[config.mk]
export PLATFORM = sky130hd
export DESIGN_NAME = memory_arbiter
export DESIGN_NICKNAME = d
export VERILOG_FILES = /design/src/rtl/memory_arbiter_pkg.sv /design/src/rtl/memory_arbiter_cpu_tick_edge.sv /design/src/rtl/memory_arbiter.sv
export SDC_FILE = /design/constraint.sdc
export NUM_CORES = 1
export LEC_CHECK = 0
export ABC_AREA = 1
export CORE_AREA = 2 2 76 78
export CTS_BUF_LIST = sky130_fd_sc_hd__clkbuf_8
export DETAILED_ROUTE_END_ITERATION = 16
export DIE_AREA = 0 0 78 80
export GPL_TIMING_DRIVEN = 0
export PLACE_DENSITY = 0.9
export SYNTH_ARGS = -nofsm -noshare
export SYNTH_HDL_FRONTEND = slang
export SYNTH_HIERARCHICAL = 1
export SYNTH_SLANG_ARGS = --single-unit
export TNS_END_PERCENT = 20
[constraint.sdc]
create_clock -name MAIN_CLOCK -period 4.5 [get_ports MAIN_CLOCK]
set_clock_uncertainty 0.2 [all_clocks]
set_input_delay 0.9 -clock MAIN_CLOCK [delete_from_list [all_inputs] [get_ports MAIN_CLOCK]]
set_output_delay 0.9 -clock MAIN_CLOCK [all_outputs]
set_load 0.1 [all_outputs]
[src/rtl/memory_arbiter_pkg.sv]
// Shared types and widths for the host/CPU memory arbiter.
// Holds the FSM state encoding and the RAM address, data and cycle-counter widths.
package memory_arbiter_pkg;

  localparam int unsigned ADDR_W = 16;
  localparam int unsigned DATA_W = 8;
  localparam int unsigned CNT_W  = 24;

  typedef logic [ADDR_W-1:0] addr_t;
  typedef logic [DATA_W-1:0] data_t;
  typedef logic [CNT_W-1:0]  cnt_t;

  // 2'b11 is deliberately left unnamed; the FSM recovers from it to ST_LOAD.
  typedef enum logic [1:0] {
    ST_LOAD = 2'b00,
    ST_RUN  = 2'b01,
    ST_DONE = 2'b10
  } arb_state_t;

  function automatic logic host_owns_ram(input arb_state_t s);
    return (s == ST_LOAD) || (s == ST_DONE);
  endfunction

endpackage

[src/rtl/memory_arbiter_cpu_tick_edge.sv]
// Detects falling edges of the divided CPU clock, which is sampled as data.
// FALL is high for the single MAIN_CLOCK cycle in which CPU_CLOCK is first seen low.
module cpu_tick_edge (
  input  logic MAIN_CLOCK,
  input  logic RESET,
  input  logic CPU_CLOCK,
  output logic FALL
);

  logic cpu_clock_q;

  always_ff @(posedge MAIN_CLOCK) begin
    if (RESET) begin
      cpu_clock_q <= 1'b0;
    end else begin
      cpu_clock_q <= CPU_CLOCK;
    end
  end

  assign FALL = cpu_clock_q & ~CPU_CLOCK;

endmodule

[src/rtl/memory_arbiter.sv]
// Arbitrates a single-port synchronous RAM between a host loader and a CPU.
// The host owns the RAM in LOAD/DONE; the CPU owns it in RUN, bounded by a timeout.
module memory_arbiter
  import memory_arbiter_pkg::*;
#(
  parameter cnt_t RUN_TIMEOUT = 24'd1000000
) (
  input  logic              MAIN_CLOCK,
  input  logic              RESET,
  input  logic              HOST_REQ,
  input  logic              HOST_WE,
  input  logic [ADDR_W-1:0] HOST_ADDR,
  input  logic [DATA_W-1:0] HOST_WDATA,
  input  logic              HOST_GO,
  output logic              HOST_GNT,
  output logic [DATA_W-1:0] HOST_RDATA,
  output logic              HOST_RVALID,
  input  logic              CPU_CLOCK,
  input  logic [ADDR_W-1:0] CPU_ADDRESS,
  input  logic [DATA_W-1:0] CPU_DATA,
  input  logic              CPU_WRITE_EN,
  input  logic              PROCESS_FINISHED,
  output logic              START_PROCESSING_FLAG,
  output logic [DATA_W-1:0] DATA_FROM_RAM,
  output logic [ADDR_W-1:0] RAM_ADDR,
  output logic [DATA_W-1:0] RAM_WDATA,
  output logic              RAM_WE,
  input  logic [DATA_W-1:0] RAM_RDATA,
  output logic [1:0]        STATE,
  output logic              TIMED_OUT,
  output logic [CNT_W-1:0]  CYCLE_COUNT
);

  arb_state_t state_q, state_d;
  cnt_t       count_q, count_d;
  logic       timed_out_q, timed_out_d;
  logic       rd_pending_q;
  logic       cpu_fall;
  logic       host_accept;

  cpu_tick_edge u_cpu_tick_edge (
    .MAIN_CLOCK (MAIN_CLOCK),
    .RESET      (RESET),
    .CPU_CLOCK  (CPU_CLOCK),
    .FALL       (cpu_fall)
  );

  always_ff @(posedge MAIN_CLOCK) begin
    if (RESET) begin
      state_q      <= ST_LOAD;
      count_q      <= '0;
      timed_out_q  <= 1'b0;
      rd_pending_q <= 1'b0;
    end else begin
      state_q      <= state_d;
      count_q      <= count_d;
      timed_out_q  <= timed_out_d;
      rd_pending_q <= host_accept & ~HOST_WE;
    end
  end

  // Counter advances in every RUN cycle, including the one that leaves RUN,
  // so it reads as the number of RUN cycles once DONE is reached.
  always_comb begin
    state_d     = ST_LOAD;
    count_d     = count_q;
    timed_out_d = timed_out_q;
    case (state_q)
      ST_LOAD: begin
        state_d = ST_LOAD;
        if (HOST_GO) begin
          state_d     = ST_RUN;
          count_d     = '0;
          timed_out_d = 1'b0;
        end
      end
      ST_RUN: begin
        state_d = ST_RUN;
        count_d = count_q + cnt_t'(1);
        if (PROCESS_FINISHED) begin
          state_d = ST_DONE;
        end else if (count_q == RUN_TIMEOUT - cnt_t'(1)) begin
          state_d     = ST_DONE;
          timed_out_d = 1'b1;
        end
      end
      ST_DONE: begin
        state_d = ST_DONE;
      end
      default: begin
        state_d = ST_LOAD;
      end
    endcase
  end

  assign HOST_GNT    = host_owns_ram(state_q);
  assign host_accept = HOST_REQ & HOST_GNT;

  always_comb begin
    RAM_ADDR      = '0;
    RAM_WDATA     = '0;
    RAM_WE        = 1'b0;
    DATA_FROM_RAM = '0;
    case (state_q)
      ST_RUN: begin
        RAM_ADDR      = CPU_ADDRESS;
        RAM_WDATA     = CPU_DATA;
        RAM_WE        = cpu_fall & CPU_WRITE_EN;
        DATA_FROM_RAM = RAM_RDATA;
      end
      ST_LOAD, ST_DONE: begin
        RAM_ADDR  = HOST_ADDR;
        RAM_WDATA = HOST_WDATA;
        RAM_WE    = host_accept & HOST_WE;
      end
      default: begin
      end
    endcase
  end

  // Read data is taken straight from the RAM; the pending flag alone marks it valid.
  assign HOST_RVALID           = rd_pending_q;
  assign HOST_RDATA            = rd_pending_q ? RAM_RDATA : '0;
  assign START_PROCESSING_FLAG = (state_q == ST_RUN);
  assign STATE                 = state_q;
  assign TIMED_OUT             = timed_out_q;
  assign CYCLE_COUNT           = count_q;

endmodule

### After elaboration in Yosys (flattened, before gate mapping)

Index checks and enable logic that the tools add are counted.

* add/sub/neg operators: 1
* $mul: 0
* div/mod/pow operators: 0
* order comparisons: 0
* equal/unequal tests: 6
* shift operators: 0
* mux-type cells: 15
* bitwise logic cells: 7
* reduce and logical (&&, ||, !) cells: 6

Operators with widths (count)
* one-hot mux 24 bit (2 select lines): 1
* one-hot mux 16 bit (2 select lines): 1
* adder 24 x 1 -> 24 bit, second input constant: 1
* == test 24 x 20 -> 1 bit, second input constant: 1
* 2-to-1 mux 24 bit: 1
* 2-to-1 mux 8 bit: 2
* one-hot mux 8 bit (2 select lines): 1
* one-hot mux 2 bit (3 select lines): 1
* bitwise AND 1 bit: 5
* 2-to-1 mux 1 bit: 4
* 2-to-1 mux 2 bit: 2
* != test 2 bit, second input constant: 2
* one-hot mux 1 bit (2 select lines): 2
* AND reduction 4 bit: 1
* == test 2 x 1 -> 1 bit, second input constant: 1
* == test 2 bit, second input constant: 1
* logical NOT 2 bit: 1
* != test 2 x 1 -> 1 bit, second input constant: 1
* inverter 1 bit: 2
* AND reduction 2 bit: 1
* nonzero test 2 bit: 1
* OR reduction 2 bit: 1
* logical OR 1 bit: 1

* register bits: 29
* bits in latches: 0
* bits in writable memories: 0
* ROM bits: 0
* input port bits: 64
* memories: 0

### Longest topological paths before layout

* word-level depth: 5
* gate-level depth with buffers: 9
* gate-level depth less buffers: 9

### By module

The synthesis kept the hierarchy.

By module, submodules not included
* memory_arbiter: instances 1, cells an instance 314, area an instance 2047.0 µm²
* cpu_tick_edge: instances 1, cells an instance 5, area an instance 37.5 µm²

### Least setup slack after synthesis

No wires, ideal clock.

* path type: reg-to-output
* start point: reg state_q[0], in the netlist STATE[0]
* end point: out RAM_WE
* data arrival time: 3499 ps
* required time: 3400 ps
* path slack: -99 ps
* stages on the path, launching flop included: 4
* buffers on the path: 1
* cells stage by stage: dfxtp_1 nand2_4 buf_2 o21ai_0

* cells in the longest elaborated chain, start to end: 5
* elaborated cells between the ends (all ways): 8

Ends and longest elaborated chain
* start, declared: RTL line memory_arbiter.sv:34 `arb_state_t state_q, state_d;`
* start signal, assigned: RTL line memory_arbiter.sv:55 `state_q <= state_d;`
* == test 2 bit or logical NOT 2 bit (tied branches): RTL line memory_arbiter_pkg.sv:21, memory_arbiter.sv:104
* logical OR 1 bit: RTL line memory_arbiter_pkg.sv:21 `return (s == ST_LOAD) || (s == ST_DONE);`
* bitwise AND 1 bit: RTL line memory_arbiter.sv:97 `assign host_accept = HOST_REQ & HOST_GNT;`
* bitwise AND 1 bit: RTL line memory_arbiter.sv:114 `RAM_WE = host_accept & HOST_WE;`
* one-hot mux 1 bit (2 select lines) *: RTL line memory_arbiter.sv:104 `case (state_q)`
* end, declared: RTL line memory_arbiter.sv:27 `output logic RAM_WE,`

Every way passes the cells marked *; elsewhere a longest branch is shown, timed or not.

### Worst setup path after layout

* start point: reg state_q[0], in the netlist STATE[0]
* end point: out RAM_ADDR[5]

* cells in the longest elaborated chain, start to end: 3
* elaborated cells between the ends (all ways): 5

Ends and longest elaborated chain
* == test 2 bit or logical NOT 2 bit (tied branches): RTL line memory_arbiter.sv:104
* OR reduction 2 bit: RTL line memory_arbiter.sv:104
* one-hot mux 16 bit (2 select lines) *: RTL line memory_arbiter.sv:104
* end, declared: RTL line memory_arbiter.sv:25 `output logic [ADDR_W-1:0] RAM_ADDR,`

Marked as above.

==> reports/results.tsv <==
stage	metric	value	unit
outcome	status	finished, final reports clean	
layout	fillers	446	
sta	relSlewSlack	0.284	
power_and_ir_drop	powerDensity	268	nW/um^2
worst_setup_path	criticalPathCategory	reg2out	
clocking	clkLatencyLatePin	0.29	ns
clocking	ctsLongestPathBuffers	2	
global_routing	grt_pass1_vias	2459	
detailed_routing	wl_met3	786	um
clocking	cts_buffers	5	
sta	fin_crit_sh	0.869	
sta	hold_violations	0	
clocking	post-cts-setup-buffers	0	
worst_setup_path	critPathArrivalTime	2.81	ns
synthesis	yosysSeqAreaShare	0.279	
sta	rsz0062_at_grt	no	
detailed_routing	routed-wl-met2	4030	um
detailed_routing	drt-met1-wl	3040	um
floorplanning	die-area	6240	sq um
synthesis	synth_top_cell_area_share	0.279	
placement	dpl.hpwl	6470	um
synthesis	synth.area.top_cells	dfxtp_1 28%, nand2_1 12%, a22o_1 10%	
synthesis	syn_nets	384	
layout	syn2layout_area_growth	73.5	%
sta	final-setup-viol-count	0	
layout	fin_util	0.669	
layout	finalNonFillerCells	533	
worst_setup_path	cp.required	3.40	ns
clocking	ctsHoldBuffers	0	
global_routing	overflow	0	
sta	final.setup.tns	0	ns
global_routing	grt_max_degree	11	
floorplanning	coreArea	5410	sq um
detailed_routing	wire_per_inst	15.2	um
global_routing	antenna_found_initial	0	
clocking	cts-resized-gates	0	
clocking	htreeDepth	2	
synthesis	synth.largest_area_cell	dfxtp_1	
worst_setup_path	cp-end-kind	primary output	
flow_run	maxCapViolCount	0	
synthesis	yosysWarnings	6	
synthesis	synthCells	319	
power_and_ir_drop	ir_drop	167	uV
clocking	clk_pin_slew_worst_paths	0.07	ns
sta	worst_pin_slew	1.07	ns
placement	io_buffers	134	
synthesis	synth.cell_area	2080	sq um
global_routing	grt_first_pass_wirelength	12200	um
clocking	cts_tree	yes	
floorplanning	die_w	78	um
detailed_routing	drc	0	
sta	clock.fmax	256	MHz
global_routing	grt_usage	0.255	
synthesis	yosysUniqueCellTypes	32	
layout	diodes	0	
floorplanning	start_util	0.386	
clocking	cts.sinks	29	
placement	dpl.cell_count	525	
detailed_routing	drt_pass1_iterations	4	
worst_setup_path	crit_fanout	10	
worst_setup_path	start_kind	flip-flop	
worst_hold_path	min_path_type	reg2reg	
clocking	cts-root-buf	clkbuf_8	
floorplanning	rows	27	
floorplanning	die_h	80	um
layout	fin_nets	525	
placement	gp_congestion	0.878	
detailed_routing	antenna_left	0	
synthesis	syn_avg_cell_area	6.53	sq um
detailed_routing	vias_per_cell	5.05	
detailed_routing	vias	2691	
detailed_routing	routed.top_layer	met4	
floorplanning	io_pins	135	
power_and_ir_drop	p_leak	1.41	nW
detailed_routing	totalWireLength	8090	um
layout	drive_gt1_frac	0.0954	
sta	maxSlewViolCount	0	
sta	hold_ws	0.253	ns
synthesis	ys_seq_elements	29	
detailed_routing	drtIter0Drc	134	
sta	min_period	3.91	ns
-- routing by layer --
metal  up-vias  global-route usage
li1       1323                   -
met1      1226               0.272
met2       128               0.466
met3        14              0.0792
met4         0               0.102
met5         -                   0
-- power breakdown --
group	switching, mW	internal (mW)	total, mW	leakage, nW
sequential	0.00373	0.260	0.263	0.234
clock	0.104	0.138	0.242	0.0542
combinational	0.328	0.136	0.464	1.12
-- cell families (layout without fill, tap and decap cells) --
| group | after synthesis | after routing | share of synthesized area |
|---|---|---|---|
| compound gates | 58 | 58 | 0.197 |
| buf+inv | 63 | 205 | 0.130 |
| fa+ha+maj | 1 | 1 | 0.00600 |
| simple gates | 168 | 168 | 0.389 |
| flops | 29 | 29 | 0.279 |
-- worst paths after layout --
kind / from / end / slack [ns] / cells past startpoint
worst min-delay path: TIMED_OUT$_SDFFE_PP0P_ / TIMED_OUT$_SDFFE_PP0P_ / 0.25 / 2
worst max-delay path: STATE[0]$_SDFF_PP0_ / RAM_ADDR[5] / 0.59 / 7
worst max register to register: CYCLE_COUNT[0]$_SDFFE_PP0P_ / CYCLE_COUNT[20]$_SDFFE_PP0P_ / 2.73 / 9
worst min register to register: TIMED_OUT$_SDFFE_PP0P_ / TIMED_OUT$_SDFFE_PP0P_ / 0.25 / 2
-- cells in the final DEF, fill, tap and decap left out, drive strengths merged --
master,instances
dfxtp,29
buf,9
nand4,6
a21oi,16
clkbuf,10
a22oi,1
a21boi,2
ha,1
nor2,60
a22o,24
or2,1
nand3,23
clkdlybuf4s50,134
inv,51
o211a,1
nor3,7
clkinv,1
nand2,71
a211oi,2
o21ai,11
o211ai,1
-- worst max-delay path, stage by stage, from the launching register on --
cell and delay (ns):
dfxtp_1 0.43, inv_2 0.09, buf_6 0.15, nor2_8 0.16, buf_6 0.17, buf_4 0.17
a22o_1 0.14, clkdlybuf4s50_1 1.20
-- area by class of cell --
cell class              instances  area [sq um]  share of cell area
plain buffers                  12          76.3              0.0211
clock buffers                   7          96.3              0.0266
clock inverters                 1          5.00             0.00138
inverters                      51           194              0.0536
multi-input cells             227          1230               0.341
flip-flops and latches         29           581               0.160
well taps                      72          90.1              0.0249
repair buffers                134          1340               0.371
-- synth_stat cells (all sizes together) --
| master | number |
|---|---|
| buf | 9 |
| inv | 51 |
| nor3 | 7 |
| dfxtp | 29 |
| a21boi | 2 |
| a22oi | 1 |
| a21oi | 16 |
| clkbuf | 3 |
| o211ai | 1 |
| nand4 | 6 |
| nor2 | 60 |
| o21ai | 11 |
| or2 | 1 |
| a22o | 24 |
| nand3 | 23 |
| nand2 | 71 |
| ha | 1 |
| a211oi | 2 |
| o211a | 1 |
-- per-stage QoR --
stage               instance area, sq um  total power, mW  setup WS, ns
global placement                    3520            0.730         0.630
global route                        3620            0.993         0.485
finish                              3620            0.970         0.588
CTS                                 3620            0.973         0.578
detailed placement                  3520            0.733         0.619
floorplan                           2080            0.588         0.551
-- sequential cells by signal, summed over array words and instances, names as in the netlist --
name	count
CYCLE_COUNT	24
TIMED_OUT	1
HOST_RVALID	1
u_cpu_tick_edge/cpu_clock_q	1
STATE	2
(Power assumes the default switching activity.)
